`src/rtl/grant_requester.sv`:
```
// grant_requester
//   Requester-side client for a weighted round-robin arbiter. Outbound words
//   are buffered in a small circular FIFO. `request` is raised while words are
//   pending, and one word is popped onto the shared output port on every cycle
//   in which `grant` is sampled high.
//
// Ports
//   clk, reset_n          : clock, synchronous active-low reset
//   in_valid/in_data      : upstream word offer
//   in_ready              : FIFO not full (decoded from registers only)
//   request               : request line to the arbiter (state decode only)
//   grant                 : this lane's grant bit
//   out_valid/out_data    : popped word, valid for one cycle after the grant
//   beat_count            : words sent, saturating
//   idle_grants           : grants received with an empty FIFO, saturating
module grant_requester #(
  parameter int DEPTH = 4,
  parameter int DW    = 8,
  parameter int CW    = 16
) (
  input  logic          clk,
  input  logic          reset_n,
  input  logic          in_valid,
  input  logic [DW-1:0] in_data,
  output logic          in_ready,
  output logic          request,
  input  logic          grant,
  output logic          out_valid,
  output logic [DW-1:0] out_data,
  output logic [CW-1:0] beat_count,
  output logic [7:0]    idle_grants
);

  localparam int AW   = (DEPTH > 1) ? $clog2(DEPTH) : 1;
  localparam int CNTW = AW + 1;

  typedef enum logic [1:0] {IDLE = 2'd0, REQ = 2'd1, XFER = 2'd2} state_t;

  logic [DW-1:0]   mem [DEPTH];
  logic [AW-1:0]   rd_ptr, wr_ptr;
  logic [CNTW-1:0] count, count_nxt;
  state_t          state, state_nxt;
  logic            push, pop;

  assign in_ready = (count != CNTW'(DEPTH));
  assign push     = in_valid && in_ready;
  // Pop only from words already stored; a same-cycle push into an empty FIFO
  // is not visible to this edge.
  assign pop      = grant && (count != '0);

  always_comb begin
    count_nxt = count;
    case ({push, pop})
      2'b10:   count_nxt = count + CNTW'(1);
      2'b01:   count_nxt = count - CNTW'(1);
      default: count_nxt = count;
    endcase
  end

  // State transitions look at the post-update occupancy so that words left
  // behind when a slot ends keep `request` high with no gap.
  always_comb begin
    state_nxt = state;
    request   = 1'b0;
    case (state)
      IDLE: begin
        request = 1'b0;
        if (count_nxt != '0) state_nxt = REQ;
      end
      REQ: begin
        request = 1'b1;
        if (grant)                 state_nxt = XFER;
        else if (count_nxt == '0)  state_nxt = IDLE;
      end
      XFER: begin
        request = (count != '0);
        if (!grant) state_nxt = (count_nxt != '0) ? REQ : IDLE;
      end
      default: begin
        request   = 1'b0;
        state_nxt = IDLE;
      end
    endcase
  end

  // Storage array carries no reset; validity is tracked by count/pointers.
  always_ff @(posedge clk) begin
    if (reset_n && push) mem[wr_ptr] <= in_data;
  end

  always_ff @(posedge clk) begin
    if (!reset_n) begin
      state       <= IDLE;
      count       <= '0;
      rd_ptr      <= '0;
      wr_ptr      <= '0;
      out_valid   <= 1'b0;
      out_data    <= '0;
      beat_count  <= '0;
      idle_grants <= '0;
    end else begin
      state     <= state_nxt;
      count     <= count_nxt;
      out_valid <= pop;
      if (push) wr_ptr <= wr_ptr + AW'(1);
      if (pop) begin
        out_data <= mem[rd_ptr];
        rd_ptr   <= rd_ptr + AW'(1);
        if (beat_count != '1) beat_count <= beat_count + CW'(1);
      end
      if (grant && (count == '0) && (idle_grants != 8'hFF))
        idle_grants <= idle_grants + 8'd1;
    end
  end

endmodule

```
`config.mk`:
```
export PLATFORM = sky130hd
export DESIGN_NAME = grant_requester
export DESIGN_NICKNAME = d
export VERILOG_FILES = /design/src/rtl/grant_requester.sv
export SDC_FILE = /design/constraint.sdc
export NUM_CORES = 1
export LEC_CHECK = 0
export ABC_AREA = 1
export CORE_MARGIN = 8
export CORE_UTILIZATION = 40
export CTS_CLUSTER_DIAMETER = 50
export CTS_CLUSTER_SIZE = 10
export DETAILED_ROUTE_END_ITERATION = 16
export GPL_TIMING_DRIVEN = 0
export HOLD_SLACK_MARGIN = 0.05
export MAX_ROUTING_LAYER = met4
export PLACE_DENSITY = 0.72
export SLEW_MARGIN = 25
export SYNTH_ARGS = -nofsm -noshare
export SYNTH_HDL_FRONTEND = slang
export SYNTH_SLANG_ARGS = --single-unit
```
`constraint.sdc`:
```
create_clock -name clk -period 4.4 [get_ports clk]
set_input_delay 1.1 -clock clk [delete_from_list [all_inputs] [get_ports clk]]
set_output_delay 1.1 -clock clk [all_outputs]
set_load 0.02 [all_outputs]
```
==> results of run 1 <==
==> sequential cells by signal, indices dropped and copies added, names as in the netlist <==
name         flops
state            2
beat_count      16
wr_ptr           2
idle_grants      8
count            3
out_data         8
out_valid        1
rd_ptr           2
mem             32
==> layout make-up <==
class | instances | share of cell area (%)
flip-flops and latches | 74 | 43.4
multi-input cells | 260 | 32.4
repair buffers | 46 | 11.1
inverters | 41 | 3.77
well taps | 105 | 3.16
clock buffers | 9 | 2.98
clock inverters | 7 | 1.84
plain buffers | 10 | 1.33
==> synthesized netlist by cell type <==
library cell	n
nor2_2	4
inv_1	36
dfxtp_1	42
nor3b_1	1
nor3_1	10
nand3_1	16
inv_4	1
buf_1	1
a211oi_2	1
fa_1	1
a31oi_1	8
clkinv_1	1
o21ai_1	2
nand3_2	2
a21boi_0	1
nand2_2	2
buf_2	5
nor3_2	2
a211oi_1	2
o21ai_0	37
inv_2	3
xnor2_1	2
nor2_1	70
edfxtp_1	32
a21oi_2	5
ha_1	11
a21oi_1	16
clkbuf_1	3
nand2_1	58
nand2_4	1
nand4_1	4
buf_8	1
xor2_1	4
==> cells by family after synthesis <==
family / Yosys count / share of synthesized area, %
xor+xnor: 6 / 1.56
flops: 74 / 53.6
fa+ha+maj: 12 / 4.69
buf+inv: 51 / 6.29
simple gates: 170 / 21.8
compound gates: 72 / 12.0
==> worst register-to-register path, delay by kind of cell, from the launching register on <==
family          cells  cell delay, ps
flops               1             360
simple gates        9            1010
fa+ha+maj           2             700
buf+inv             4             650
compound gates      1             100
==> final timing paths <==
check / startpoint / to / slack (ps) / cells past startpoint
setup / recovery: grant / state[0]$_SDFFE_PN0P_ / 780 / 15
hold reg to reg: idle_grants[0]$_SDFFE_PN0P_ / idle_grants[0]$_SDFFE_PN0P_ / 510 / 1
setup reg to reg: count[2]$_SDFF_PN0_ / state[0]$_SDFFE_PN0P_ / 1550 / 16
hold / removal: idle_grants[0]$_SDFFE_PN0P_ / idle_grants[0]$_SDFFE_PN0P_ / 510 / 1
==> power by group <==
group / total [uW] / internal [uW] / switching [uW]
combinational: 673 / 248 / 426
clock: 529 / 265 / 263
sequential: 856 / 803 / 52.7
total: 2060 / 1320 / 742
==> metrics by stage <==
step	area (um2)	hold slack [ps]	util, %	total power [uW]	std cells
2_1_floorplan	3360	470	-	1300	385
3_3_place_gp	3950	484	48.3	1520	536
3_5_place_dp	3950	495	48.3	1550	536
4_1_cts	4150	512	50.8	2070	552
5_1_grt	4150	545	50.8	2180	552
6_report	4150	505	50.8	2060	552
==> routing by layer <==
layer / vias up / track usage [%] / wire length [um]
met2: 84 / 24.1 / 3870
met4: 0 / 4.76 / 89
met5: - / - / 0
met1: 1274 / 13.9 / 3260
li1: 1389 / - / -
met3: 10 / 5.03 / 516
==> flow_summary.json, run 1 <==
{
  "root_buffer": "clkbuf_8",
  "path_delay_family": "buffers and inverters",
  "start_util_pct": 41.1,
  "vdd_drop_max_v": 0.000279,
  "endpoint_kind": "register",
  "powerDensity_mw_per_mm2": 496,
  "cp_slowest_cell": "clkdlybuf4s50_1",
  "fin_crit_ps": 3620,
  "synth-seq-cells": 74,
  "cts_buffers": 9,
  "drive_gt1_share_pct": 9.62,
  "n_fill_cell": 778,
  "finalClockSkew_ps": 9.46,
  "antenna_found_initial": 0,
  "routedWlPerCell_um": 14.0,
  "dieArea_mm2": 0.0116,
  "syn-instance-count": 385,
  "synth_seq_area_share_pct": 53.6,
  "final_antenna_net_count": 0,
  "place_ws_ps": 437,
  "cts_hold_buf": 0,
  "synth_top_area_cell": "edfxtp_1",
  "cp.required_ps": 4690,
  "cts_tree": "built",
  "globalplace.congestion": 0.858,
  "fp.dieH_um": 108,
  "cts_setup_buffers": 0,
  "setup_violations": 0,
  "crit_type": "in -> reg",
  "final_common_cell": "nor2_1",
  "max-cap-violations": 0,
  "die_w_um": 108,
  "avgSynthCellArea_um2": 8.73,
  "crit_top_cell": "nand2_1",
  "max-slew-margin-rel_pct": 45.6,
  "vias": 2757,
  "drt_wl_total_um": 7730,
  "rsz0062_at_grt": "false",
  "arrival_ps": 3910,
  "hold_violations": 0,
  "path_cells": "clkdlybuf4s50_1 > nand2_2 > inv_2 > buf_2 > ha_1 > inv_1 > fa_1 > o21ai_0 > nor2_1 > nand3_1 > nand2_1 > nand3_1 > nand2_1 > nand2_1 > nor2_1",
  "grt-ovfl-total": 0,
  "clock-sinks": 74,
  "drc": 0,
  "clk_latency_ps": 350,
  "syn_area_mm2": 0.00336,
  "path_clk_slew_ps": 80,
  "fin_crit_sh_pct": 82.3,
  "viasPerCell": 4.99,
  "yosys.cell_types.count": 33,
  "max_stage_delay_ps": 530,
  "io_pins": 47,
  "syn_nets": 409,
  "ys_top_cells_by_area": "edfxtp_1 (29%), dfxtp_1 (25%), nor2_1 (7.8%), nand2_1 (6.5%), o21ai_0 (5.5%)",
  "finalNetCount": 466,
  "yosysTopAreaCellShare_pct": 28.6,
  "seq_area_mm2": 0.00180,
  "grt_max_degree": 15,
  "crit_fanout": 10,
  "hp-class": "reg -> reg",
  "clockBufferDepth": 2,
  "final_cell_mix": "nor2_1 (70), nand2_1 (58), clkdlybuf4s50_1 (46)",
  "drt_iter0_markers": 139,
  "worst_pin_slew_ps": 813,
  "diodes": 0,
  "gr-usage-all-layers_pct": 13.8,
  "startpoint_type": "input pin",
  "cts.repair.resized": 0,
  "row_count": 33,
  "multi_input_area_mm2": 0.00135,
  "area_growth_pct": 23.6,
  "grt_pass1_wl_um": 12100,
  "p_leak_uw": 0.00149,
  "dr.pass1.iters": 4,
  "outcome": "finished, final reports clean",
  "slew_violations": 0,
  "post-dp-hpwl_um": 5480,
  "htreeDepth": 3,
  "fmax_ghz": 0.276,
  "final.setup.worst_slack_ps": 778,
  "core_mm2": 0.00818,
  "critPathBufInv": 4,
  "port_buffers": 46,
  "setup_tns_ps": 0,
  "grt_pass1_vias": 2657,
  "ys_warn_count": 0
}
Power figures use the tool's default switching activity.
==> run 2, diff against run 1 <==
--- a/config.mk
+++ b/config.mk
@@ -14,7 +14,7 @@
 export GPL_TIMING_DRIVEN = 0
 export HOLD_SLACK_MARGIN = 0.05
 export MAX_ROUTING_LAYER = met4
-export PLACE_DENSITY = 0.72
+export PLACE_DENSITY = 0.75
 export SLEW_MARGIN = 25
 export SYNTH_ARGS = -nofsm -noshare
 export SYNTH_HDL_FRONTEND = slang
==> constraint.sdc (replaced) <==
create_clock -name clk -period 3.3 [get_ports clk]
set_input_delay 0.825 -clock clk [delete_from_list [all_inputs] [get_ports clk]]
set_output_delay 0.825 -clock clk [all_outputs]
set_load 0.02 [all_outputs]
==> flow_summary.json, run 2 (synthesized netlist as in run 1, its figures left out) <==
{
  "globalplace.congestion": 0.890,
  "port_buffers": 46,
  "worst_pin_slew_ps": 805,
  "clock-sinks": 74,
  "path_clk_slew_ps": 80,
  "critPathLaunch": "grant",
  "setup_violations": 0,
  "p_leak_uw": 0.00150,
  "dieArea_mm2": 0.0116,
  "row_count": 33,
  "cts_tree": "built",
  "finalNetCount": 466,
  "routedWlPerCell_um": 14.2,
  "place_ws_ps": -352,
  "drc": 0,
  "min_from": "idle_grants[3]$_SDFFE_PN0P_",
  "cts.repair.resized": 0,
  "final_antenna_net_count": 0,
  "reg2reg_from": "count[2]$_SDFF_PN0_",
  "die_w_um": 108,
  "io_pins": 47,
  "powerDensity_mw_per_mm2": 669,
  "max-slew-margin-rel_pct": 46.1,
  "core_mm2": 0.00818,
  "fin_crit_ps": 3100,
  "postLayoutCoreUtil_pct": 51.0,
  "viasPerCell": 4.99,
  "post-dp-hpwl_um": 5650,
  "max-cap-violations": 0,
  "cts_setup_buffers": 0,
  "drt_wl_total_um": 7820,
  "reg2reg_slack_ps": 690,
  "startpoint_type": "input pin",
  "grt-ovfl-total": 0,
  "root_buffer": "clkbuf_8",
  "top_regs": "mem x32, beat_count x16",
  "outcome": "finished, final reports clean",
  "reg2regPathDepth": 15,
  "final_cell_mix": "nor2_1 (70), nand2_1 (58), clkdlybuf4s50_1 (46)",
  "gr-usage-all-layers_pct": 14.2,
  "drt_iter0_markers": 135,
  "final_common_cell": "nor2_1",
  "clk_latency_ps": 360,
  "grt_pass1_wl_um": 12500,
  "finalClockSkew_ps": 14.3,
  "rsz0062_at_grt": "false",
  "start_util_pct": 41.1,
  "drive_gt1_share_pct": 9.62,
  "grt_pass1_vias": 2732,
  "clockBufferDepth": 2,
  "hold_violations": 0,
  "fin_crit_sh_pct": 94.0,
  "htreeDepth": 3,
  "final.setup.worst_slack_ps": 199,
  "largest_register_ffs": 32,
  "vias": 2755,
  "crit_type": "in -> reg",
  "fp.dieH_um": 108,
  "cp.required_ps": 3550,
  "dr.pass1.iters": 4,
  "area_growth_pct": 24.0,
  "diodes": 0,
  "cts_hold_buf": 0,
  "grt_max_degree": 16,
  "crit_fanout": 10,
  "slew_violations": 0,
  "antenna_found_initial": 0,
  "fmax_ghz": 0.322,
  "hp-class": "reg -> reg",
  "cts_buffers": 9,
  "top_register": "mem",
  "min_path_cells": 1,
  "arrival_ps": 3350,
  "endpoint_kind": "register",
  "vdd_drop_max_v": 0.000431
}
## run 2: stage by stage
step,instance area (um2),hold WS (ps),TNS (ps),total power [uW],cells
CTS,4160,504,0,2790,552
floorplan,3360,470,0,1730,385
global placement,3950,482,-564,2030,536
detailed placement,3950,484,-677,2060,536
global route,4170,541,0,2960,552
finish,4170,502,0,2790,552
## run 2: where the power goes
| group | internal [uW] | total (uW) | switching (uW) |
|---|---|---|---|
| combinational | 338 | 908 | 570 |
| clock | 362 | 736 | 374 |
| sequential | 1070 | 1140 | 70.5 |
## run 2: critical path, cell delays in order
cell and delay, ps:
clkdlybuf4s50_1 540, nand2_2 140, inv_4 160, buf_6 170, ha_1 170, inv_1 70
fa_1 480, o21ai_0 100, nor2_1 160, nand3_1 110, nand2_1 70, nand3_1 130
nor2_1 150, nor2_1 50
## run 2: path summary, 6_finish.rpt
check | to
max | state[0]$_SDFFE_PN0P_
max reg2reg | state[0]$_SDFFE_PN0P_
min | idle_grants[3]$_SDFFE_PN0P_
min reg2reg | idle_grants[3]$_SDFFE_PN0P_
## run 2: layout make-up
class | instances | area [um2]
fillers | 751 | 4010
flip-flops and latches | 74 | 1800
multi-input cells | 260 | 1350
repair buffers | 46 | 460
inverters | 41 | 159
well taps | 105 | 131
clock buffers | 9 | 124
clock inverters | 7 | 82.6
plain buffers | 10 | 61.3
## run 2: per-layer routing
metal,track usage [%],routed length [um],up-vias
met5,-,0,-
li1,-,-,1400
met1,14.5,3190,1273
met4,6.34,32,0
met2,24.1,4060,78
met3,4.91,539,4
